File: src/rtl/head_sprite_fetch_if.sv
// Pixel-stream bundle between the VGA timing side, the sprite ROM and the
// palette stage of the head-sprite fetch pipeline.
interface head_sprite_fetch_if #(
  parameter int unsigned ADDR_W = 8
);
  logic              pixel_en;
  logic              frame_start;
  logic [9:0]        DrawX;
  logic [9:0]        DrawY;
  logic              blank;
  logic [9:0]        head_x;
  logic [9:0]        head_y;
  logic [1:0]        head_dir;
  logic [ADDR_W-1:0] rom_addr;
  logic [3:0]        rom_q;
  logic [3:0]        index_out;
  logic              hit_out;
  logic              blank_out;

  // Environment side: drives pixel stream, head state and ROM data
  modport master (
    output pixel_en, frame_start, DrawX, DrawY, blank,
    output head_x, head_y, head_dir, rom_q,
    input  rom_addr, index_out, hit_out, blank_out
  );

  // Fetch stage side
  modport slave (
    input  pixel_en, frame_start, DrawX, DrawY, blank,
    input  head_x, head_y, head_dir, rom_q,
    output rom_addr, index_out, hit_out, blank_out
  );
endinterface

File: src/rtl/head_sprite_fetch.sv
// Head-sprite fetch stage: bounding-box test, sprite ROM addressing and
// registered palette index / hit flag, with head state shadowed per frame.
// Optional feature macro: HEAD_SPRITE_ROTATE_EN (direction-based sprite
// rotation; requires SPRITE_W == SPRITE_H). Undefined: mapping is always
// "down" and head_dir is ignored.
module head_sprite_fetch #(
  parameter int unsigned SPRITE_W        = 16,
  parameter int unsigned SPRITE_H        = 16,
  parameter int unsigned ADDR_W          = 8,
  parameter logic [3:0]  TRANSPARENT_IDX = 4'h2
) (
  input  logic               Clk,
  input  logic               Reset,
  head_sprite_fetch_if.slave bus
);

  localparam int unsigned CW = 11;   // signed coordinate difference width
  localparam int unsigned PW = 2 * CW;

  // Frame shadow registers
  logic [9:0] sx_q, sx_d;
  logic [9:0] sy_q, sy_d;
`ifdef HEAD_SPRITE_ROTATE_EN
  logic [1:0] sdir_q, sdir_d;
`else
  logic [1:0] unused_head_dir_c;
  assign unused_head_dir_c = bus.head_dir;
`endif

  // Pipeline registers
  logic [ADDR_W-1:0] rom_addr_q, rom_addr_d;
  logic              inbox_a_q, inbox_a_d;
  logic              blank_a_q, blank_a_d;
  logic [3:0]        index_q, index_d;
  logic              hit_q, hit_d;
  logic              blank_out_q, blank_out_d;

  // Stage A combinational terms
  logic [CW-1:0]     dx_c, dy_c;
  logic [CW-1:0]     row_c, col_c;
  logic              inbox_c;
  logic [ADDR_W-1:0] addr_c;

  // Box test and direction-mapped sprite address from shadowed head state
  always_comb begin
    dx_c    = {1'b0, bus.DrawX} - {1'b0, sx_q};
    dy_c    = {1'b0, bus.DrawY} - {1'b0, sy_q};
    inbox_c = ~dx_c[CW-1] & ~dy_c[CW-1]
            & (dx_c < CW'(SPRITE_W)) & (dy_c < CW'(SPRITE_H));
    row_c   = dy_c;
    col_c   = dx_c;
`ifdef HEAD_SPRITE_ROTATE_EN
    unique case (sdir_q)
      2'd1: begin
        row_c = CW'(SPRITE_H - 1) - dy_c;
        col_c = dx_c;
      end
      2'd2: begin
        row_c = dx_c;
        col_c = dy_c;
      end
      2'd3: begin
        row_c = CW'(SPRITE_W - 1) - dx_c;
        col_c = dy_c;
      end
      default: begin
        row_c = dy_c;
        col_c = dx_c;
      end
    endcase
`endif
    addr_c = '0;
    if (inbox_c) begin
      addr_c = ADDR_W'(PW'(row_c) * PW'(SPRITE_W) + PW'(col_c));
    end
  end

  // Next-state: shadow load on frame_start, pipeline advance on pixel_en
  always_comb begin
    sx_d        = sx_q;
    sy_d        = sy_q;
`ifdef HEAD_SPRITE_ROTATE_EN
    sdir_d      = sdir_q;
`endif
    rom_addr_d  = rom_addr_q;
    inbox_a_d   = inbox_a_q;
    blank_a_d   = blank_a_q;
    index_d     = index_q;
    hit_d       = hit_q;
    blank_out_d = blank_out_q;

    if (bus.frame_start) begin
      sx_d   = bus.head_x;
      sy_d   = bus.head_y;
`ifdef HEAD_SPRITE_ROTATE_EN
      sdir_d = bus.head_dir;
`endif
    end

    if (bus.pixel_en) begin
      rom_addr_d  = addr_c;
      inbox_a_d   = inbox_c;
      blank_a_d   = bus.blank;
      index_d     = bus.rom_q;
      hit_d       = inbox_a_q & blank_a_q & (bus.rom_q != TRANSPARENT_IDX);
      blank_out_d = blank_a_q;
    end
  end

  // State registers with synchronous reset
  always_ff @(posedge Clk) begin
    if (Reset) begin
      sx_q        <= '0;
      sy_q        <= '0;
`ifdef HEAD_SPRITE_ROTATE_EN
      sdir_q      <= '0;
`endif
      rom_addr_q  <= '0;
      inbox_a_q   <= 1'b0;
      blank_a_q   <= 1'b0;
      index_q     <= '0;
      hit_q       <= 1'b0;
      blank_out_q <= 1'b0;
    end else begin
      sx_q        <= sx_d;
      sy_q        <= sy_d;
`ifdef HEAD_SPRITE_ROTATE_EN
      sdir_q      <= sdir_d;
`endif
      rom_addr_q  <= rom_addr_d;
      inbox_a_q   <= inbox_a_d;
      blank_a_q   <= blank_a_d;
      index_q     <= index_d;
      hit_q       <= hit_d;
      blank_out_q <= blank_out_d;
    end
  end

  assign bus.rom_addr  = rom_addr_q;
  assign bus.index_out = index_q;
  assign bus.hit_out   = hit_q;
  assign bus.blank_out = blank_out_q;

endmodule

File: src/flat_wrapper.sv
// flat-port wrapper written by rule: the top's interface ports become plain ports
module head_sprite_fetch_flat 
#(
  parameter int unsigned SPRITE_W        = 16,
  parameter int unsigned SPRITE_H        = 16,
  parameter int unsigned ADDR_W          = 8,
  parameter logic [3:0]  TRANSPARENT_IDX = 4'h2
)
  (Clk, Reset, bus_pixel_en, bus_frame_start, bus_DrawX, bus_DrawY, bus_blank, bus_head_x, bus_head_y, bus_head_dir, bus_rom_q, bus_rom_addr, bus_index_out, bus_hit_out, bus_blank_out);
  head_sprite_fetch_if #(.ADDR_W(ADDR_W)) bus_i ();
  input  logic Clk;
  input  logic Reset;
  input wire logic [$bits(bus_i.pixel_en)-1:0] bus_pixel_en;
  input wire logic [$bits(bus_i.frame_start)-1:0] bus_frame_start;
  input wire logic [$bits(bus_i.DrawX)-1:0] bus_DrawX;
  input wire logic [$bits(bus_i.DrawY)-1:0] bus_DrawY;
  input wire logic [$bits(bus_i.blank)-1:0] bus_blank;
  input wire logic [$bits(bus_i.head_x)-1:0] bus_head_x;
  input wire logic [$bits(bus_i.head_y)-1:0] bus_head_y;
  input wire logic [$bits(bus_i.head_dir)-1:0] bus_head_dir;
  input wire logic [$bits(bus_i.rom_q)-1:0] bus_rom_q;
  output wire logic [$bits(bus_i.rom_addr)-1:0] bus_rom_addr;
  output wire logic [$bits(bus_i.index_out)-1:0] bus_index_out;
  output wire logic [$bits(bus_i.hit_out)-1:0] bus_hit_out;
  output wire logic [$bits(bus_i.blank_out)-1:0] bus_blank_out;
  assign bus_i.pixel_en = bus_pixel_en;
  assign bus_i.frame_start = bus_frame_start;
  assign bus_i.DrawX = bus_DrawX;
  assign bus_i.DrawY = bus_DrawY;
  assign bus_i.blank = bus_blank;
  assign bus_i.head_x = bus_head_x;
  assign bus_i.head_y = bus_head_y;
  assign bus_i.head_dir = bus_head_dir;
  assign bus_i.rom_q = bus_rom_q;
  assign bus_rom_addr = bus_i.rom_addr;
  assign bus_index_out = bus_i.index_out;
  assign bus_hit_out = bus_i.hit_out;
  assign bus_blank_out = bus_i.blank_out;
  head_sprite_fetch #(.SPRITE_W(SPRITE_W), .SPRITE_H(SPRITE_H), .ADDR_W(ADDR_W), .TRANSPARENT_IDX(TRANSPARENT_IDX)) u_core (.Clk(Clk), .Reset(Reset), .bus(bus_i));
endmodule
File: config.mk
export PLATFORM = sky130hd
export DESIGN_NAME = head_sprite_fetch_flat
export DESIGN_NICKNAME = d
export VERILOG_FILES = /design/src/rtl/head_sprite_fetch_if.sv /design/src/rtl/head_sprite_fetch.sv /design/src/flat_wrapper.sv
export SDC_FILE = /design/constraint.sdc
export NUM_CORES = 1
export LEC_CHECK = 0
export ABC_AREA = 0
export CAP_MARGIN = 25
export CORE_UTILIZATION = 25
export CTS_CLUSTER_DIAMETER = 30
export DETAILED_ROUTE_END_ITERATION = 8
export GPL_ROUTABILITY_DRIVEN = 0
export HOLD_SLACK_MARGIN = 0.08
export PLACE_DENSITY = 0.59
export SYNTH_ARGS = -nofsm -noshare
export SYNTH_HDL_FRONTEND = slang
export SYNTH_SLANG_ARGS = --single-unit
File: constraint.sdc
create_clock -name Clk -period 2.9 [get_ports Clk]
set_input_delay 0.58 -clock Clk [delete_from_list [all_inputs] [get_ports Clk]]
set_output_delay 0.58 -clock Clk [all_outputs]
set_load 0.02 [all_outputs]
# == After elaboration in Yosys (flattened, before gate mapping) ==
# Cells that the tools add are included.
# totals
output_inout_bits,14
register_bits,36
# op_classes
add_sub_neg,3
n_bitwise,7
muxes,1
eq_ne,1
order_cmp,2
# ops
cell,count
$lt 11x5->1 const B,2
$sub 10x10->11,2
$add 8x8->8,1
$mux 8,1
$and 1x1->1,5
$ne 4x2->1 const B,1
$not 1->1,2

# == Longest topological paths before layout ==
# depth
depth_word,6
ltp_mapped,13
ltp_nobuf,13

# == Worst setup path after synthesis ==
# OpenSTA, ideal clock, no wires.
# synth_path
path_kind,in2reg
startpoint,in bus_DrawX[0]
endpoint,reg u_core.rom_addr_q[7] (netlist: u_core.bus.rom_addr[7])
required_ns,2.785
n_path_buf,0
arrival_ns,2.772
path_stages,13
setup_slack_ns,0.013
path_cell_list,inv_1 > ha_1 > inv_1 > fa_1 > a21o_1 > a32oi_1 > nor2b_1 > xnor2_1 > ha_1 > a21oi_1 > xnor2_1 > xnor2_1 > o21ai_2
# synth_between
elab_chain_cells,6
# synth_lines
item,line_no,text
start: declaration,flat_wrapper.sv:15,input wire logic [$bits(bus_i.DrawX)-1:0] bus_DrawX;
$sub 10x10->11 *,head_sprite_fetch.sv:46,"dx_c = {1'b0, bus.DrawX} - {1'b0, sx_q};"
"parallel branches: the longest is 4 deep, another holds $lt 11x5->1",-,
$mux 8 *,head_sprite_fetch.sv:73,if (inbox_c) begin
end signal: assignment,head_sprite_fetch.sv:130,rom_addr_q <= rom_addr_d;
end: declaration,head_sprite_fetch.sv:31,"logic [ADDR_W-1:0] rom_addr_q, rom_addr_d;"
# Mark *: on every way between the ends.
# A chain may end at the register's enable or synchronous reset.

# == Worst setup path in the final report ==
# layout_path
startpoint,in bus_DrawX[2]
endpoint,reg u_core.rom_addr_q[4] (netlist: u_core.bus.rom_addr[4])
# The elaborated chain is that of the path after synthesis.

==> impl_metrics.json <==
{
  "status": "finished clean",
  "synth_warnings": 0,
  "hold_violations": 0,
  "fill_cells": 961,
  "clock_latency_ps": 290,
  "ff_latch_area_um2": 720.7,
  "grt_pass1_wl_um": 9680,
  "rows": 35,
  "synth.distinct_cells": 46,
  "wirelength_um": 6015,
  "start_util": 0.2606,
  "final_cell_mix": "clkdlybuf4s50_1 (56), buf_4 (38), dfxtp_1 (36)",
  "syn_to_final_growth_pct": 50.85,
  "period_needed_ps": 2780,
  "synthesis.area_um2": 2431,
  "fin_hold_ws_ps": 457.9,
  "via_count": 2226,
  "final_util": 0.3932,
  "syn_nets": 354,
  "dieHeight_um": 100.6,
  "grt-ovfl-total": 0,
  "setup_tns_ps": 0,
  "synth_ff_type": "dfxtp_1",
  "cts_root_buf": "clkbuf_8",
  "io_buffers": 62,
  "die_w_um": 100.6,
  "drc": 0,
  "clock_skew_ps": 10.03,
  "netlist_instances": 277,
  "power_density_nw_per_um2": 393.8,
  "cts_tree": "yes",
  "max_cap_violations": 0,
  "max_slew.worst_pin.slew_ps": 595.8,
  "max_slew_margin": 0.6013,
  "cts_max_level": 2,
  "clkTransAtPathRegs_ps": 70,
  "antenna_found_initial": 0,
  "drive_gt1_frac": 0.2354,
  "post_dp_cell_area_um2": 3430,
  "fmax_mhz": 359.8,
  "hold_path.class": "register to register",
  "start_kind": "input pin",
  "end_kind": "register",
  "drt_iter0_drc": 61,
  "synth-async-reset-ratio": 0,
  "nNetsFinal": 454,
  "rrSetupSlack_ps": 240,
  "diodes": 0,
  "multiInputGateArea_um2": 1642,
  "cts.sinks": 36,
  "final_common_cell": "clkdlybuf4s50_1",
  "place.detailed.hpwl_um": 4602,
  "die_area_um2": 10120,
  "finalCritPeriodShare": 0.9585,
  "drt_first_pass_iters": 7,
  "grt_pass1_vias": 2163,
  "required_ps": 3120,
  "setup_slack_ps": 120.3,
  "crit_arrival_ps": 3000,
  "post-place-ws_ps": -549.5,
  "vdd_drop_max_mv": 0.1785,
  "placed_cells": 496,
  "grtUsageTotal": 0.1204,
  "cts.hold.buffers_added": 0,
  "ys_seq_elements": 36,
  "ys_seq_area_frac": 0.2964,
  "clk_path_buf_depth": 2,
  "worstSetupPathType": "input pin to register",
  "drv_slew": 0,
  "syn_area_per_cell_um2": 8.776,
  "cts_buffers": 5,
  "p_leak_nw": 1.590,
  "finalSetupViolations": 0,
  "via_per_inst": 4.391,
  "grt_max_degree": 29,
  "detail-route-antenna-nets": 0,
  "io_pins": 65,
  "wl_per_cell_um": 11.86,
  "synth_edf_count": 0,
  "final_cell_area_um2": 3667,
  "power.total_mw": 1.444,
  "core-area_um2": 9328,
  "crit_fanout": 5,
  "instances_no_fill": 507
}
## kinds of logic (layout without fill, tap and decap cells)
logic type | count (synthesis) | after routing | share of synthesized area
XOR/XNOR | 11 | 11 | 0.03963
AO/OA/AOI/OAI | 64 | 64 | 0.1930
multiplexers | 28 | 28 | 0.1153
adder cells (fa/ha/maj) | 26 | 26 | 0.1431
flip-flops | 36 | 36 | 0.2964
AND/OR/NAND/NOR | 71 | 71 | 0.1364
buffers and inverters | 41 | 142 | 0.07616
## flip-flops by register name, summed over array words and instances, names as in the netlist
signal / flops
u_core.sx_q: 10
u_core.bus.rom_addr: 8
u_core.inbox_a_q: 1
u_core.bus.index_out: 4
u_core.blank_a_q: 1
u_core.sy_q: 10
u_core.bus.blank_out: 1
u_core.bus.hit_out: 1
## final timing paths
kind,start,to,cells past startpoint
worst max-delay path,bus_DrawX[2],u_core.bus.rom_addr[4],10
worst min-delay path,u_core.bus.rom_addr[1],u_core.bus.rom_addr[1],2
worst max register to register,u_core.sx_q[0],u_core.bus.rom_addr[4],11
worst min register to register,u_core.bus.rom_addr[1],u_core.bus.rom_addr[1],2
## where the power goes
group	internal, mW	switching, mW	leakage [nW]	total [mW]
combinational	0.301	0.255	1.25	0.556
clock	0.168	0.195	0.0479	0.363
sequential	0.515	0.0103	0.295	0.525
## worst max-delay path: stages
cell             delay [ps]
clkdlybuf4s50_1         410
ha_1                    290
a21o_1                  220
a21oi_2                 180
xnor2_2                 100
a2111oi_2               280
o2111ai_1               150
or4_4                   520
buf_6                   160
o21ai_2                 120
## routing by layer
metal | GRT usage | vias up | share of wire
li1 | - | 1163 | -
met1 | 0.1477 | 1007 | 0.47
met2 | 0.2081 | 51 | 0.48
met3 | 0.02774 | 5 | 0.046
met4 | 0.03790 | 0 | 0.0052
met5 | 0 | - | 0
## synth_stat cells, types with 2 or more instances
library cell  count  area, um2
a21o_1            8      60.06
a21oi_1          10      50.05
a31oi_1           4      25.02
buf_6             3      33.78
clkbuf_1          4      15.01
dfxtp_1          36      720.7
fa_1              3      60.06
ha_1             23      287.8
inv_1            31      116.4
mux2i_1          28      280.3
nand2_1          16      60.06
nand2b_1          3      18.77
nand3_1           3      15.01
nand3b_1          2      15.01
nand4_1           2      12.51
nor2_1           32      120.1
nor2b_1           4      25.02
nor3_1            3      15.01
o2111ai_1         3      26.28
o211ai_1          4      30.03
o21a_1            5      37.54
o21ai_0           8      40.04
o21ai_2           8      70.07
o41ai_1           2      17.52
or4_1             2      15.01
xnor2_1           8      70.07
xor2_1            3      26.28
## layout make-up
type / count / share of cell area
Sequential cell: 36 / 0.1965
Timing Repair Buffer: 103 / 0.2562
Inverter: 31 / 0.03173
Clock buffer: 5 / 0.01876
Tap cell: 129 / 0.04401
Clock inverter: 3 / 0.005118
Multi-Input combinational cell: 200 / 0.4476
## what timing repair did
| action | in CTS | in global routing |
|---|---|---|
| hold endpoints to repair | 0 | 0 |
| setup buffers | 1 | 1 |
| setup endpoints to repair | 9 | 9 |
| resized for setup | 24 | 14 |
| pin swaps | 18 | 17 |
| cloned | 1 | 0 |
No activity file was read; power rests on OpenSTA's default activity.
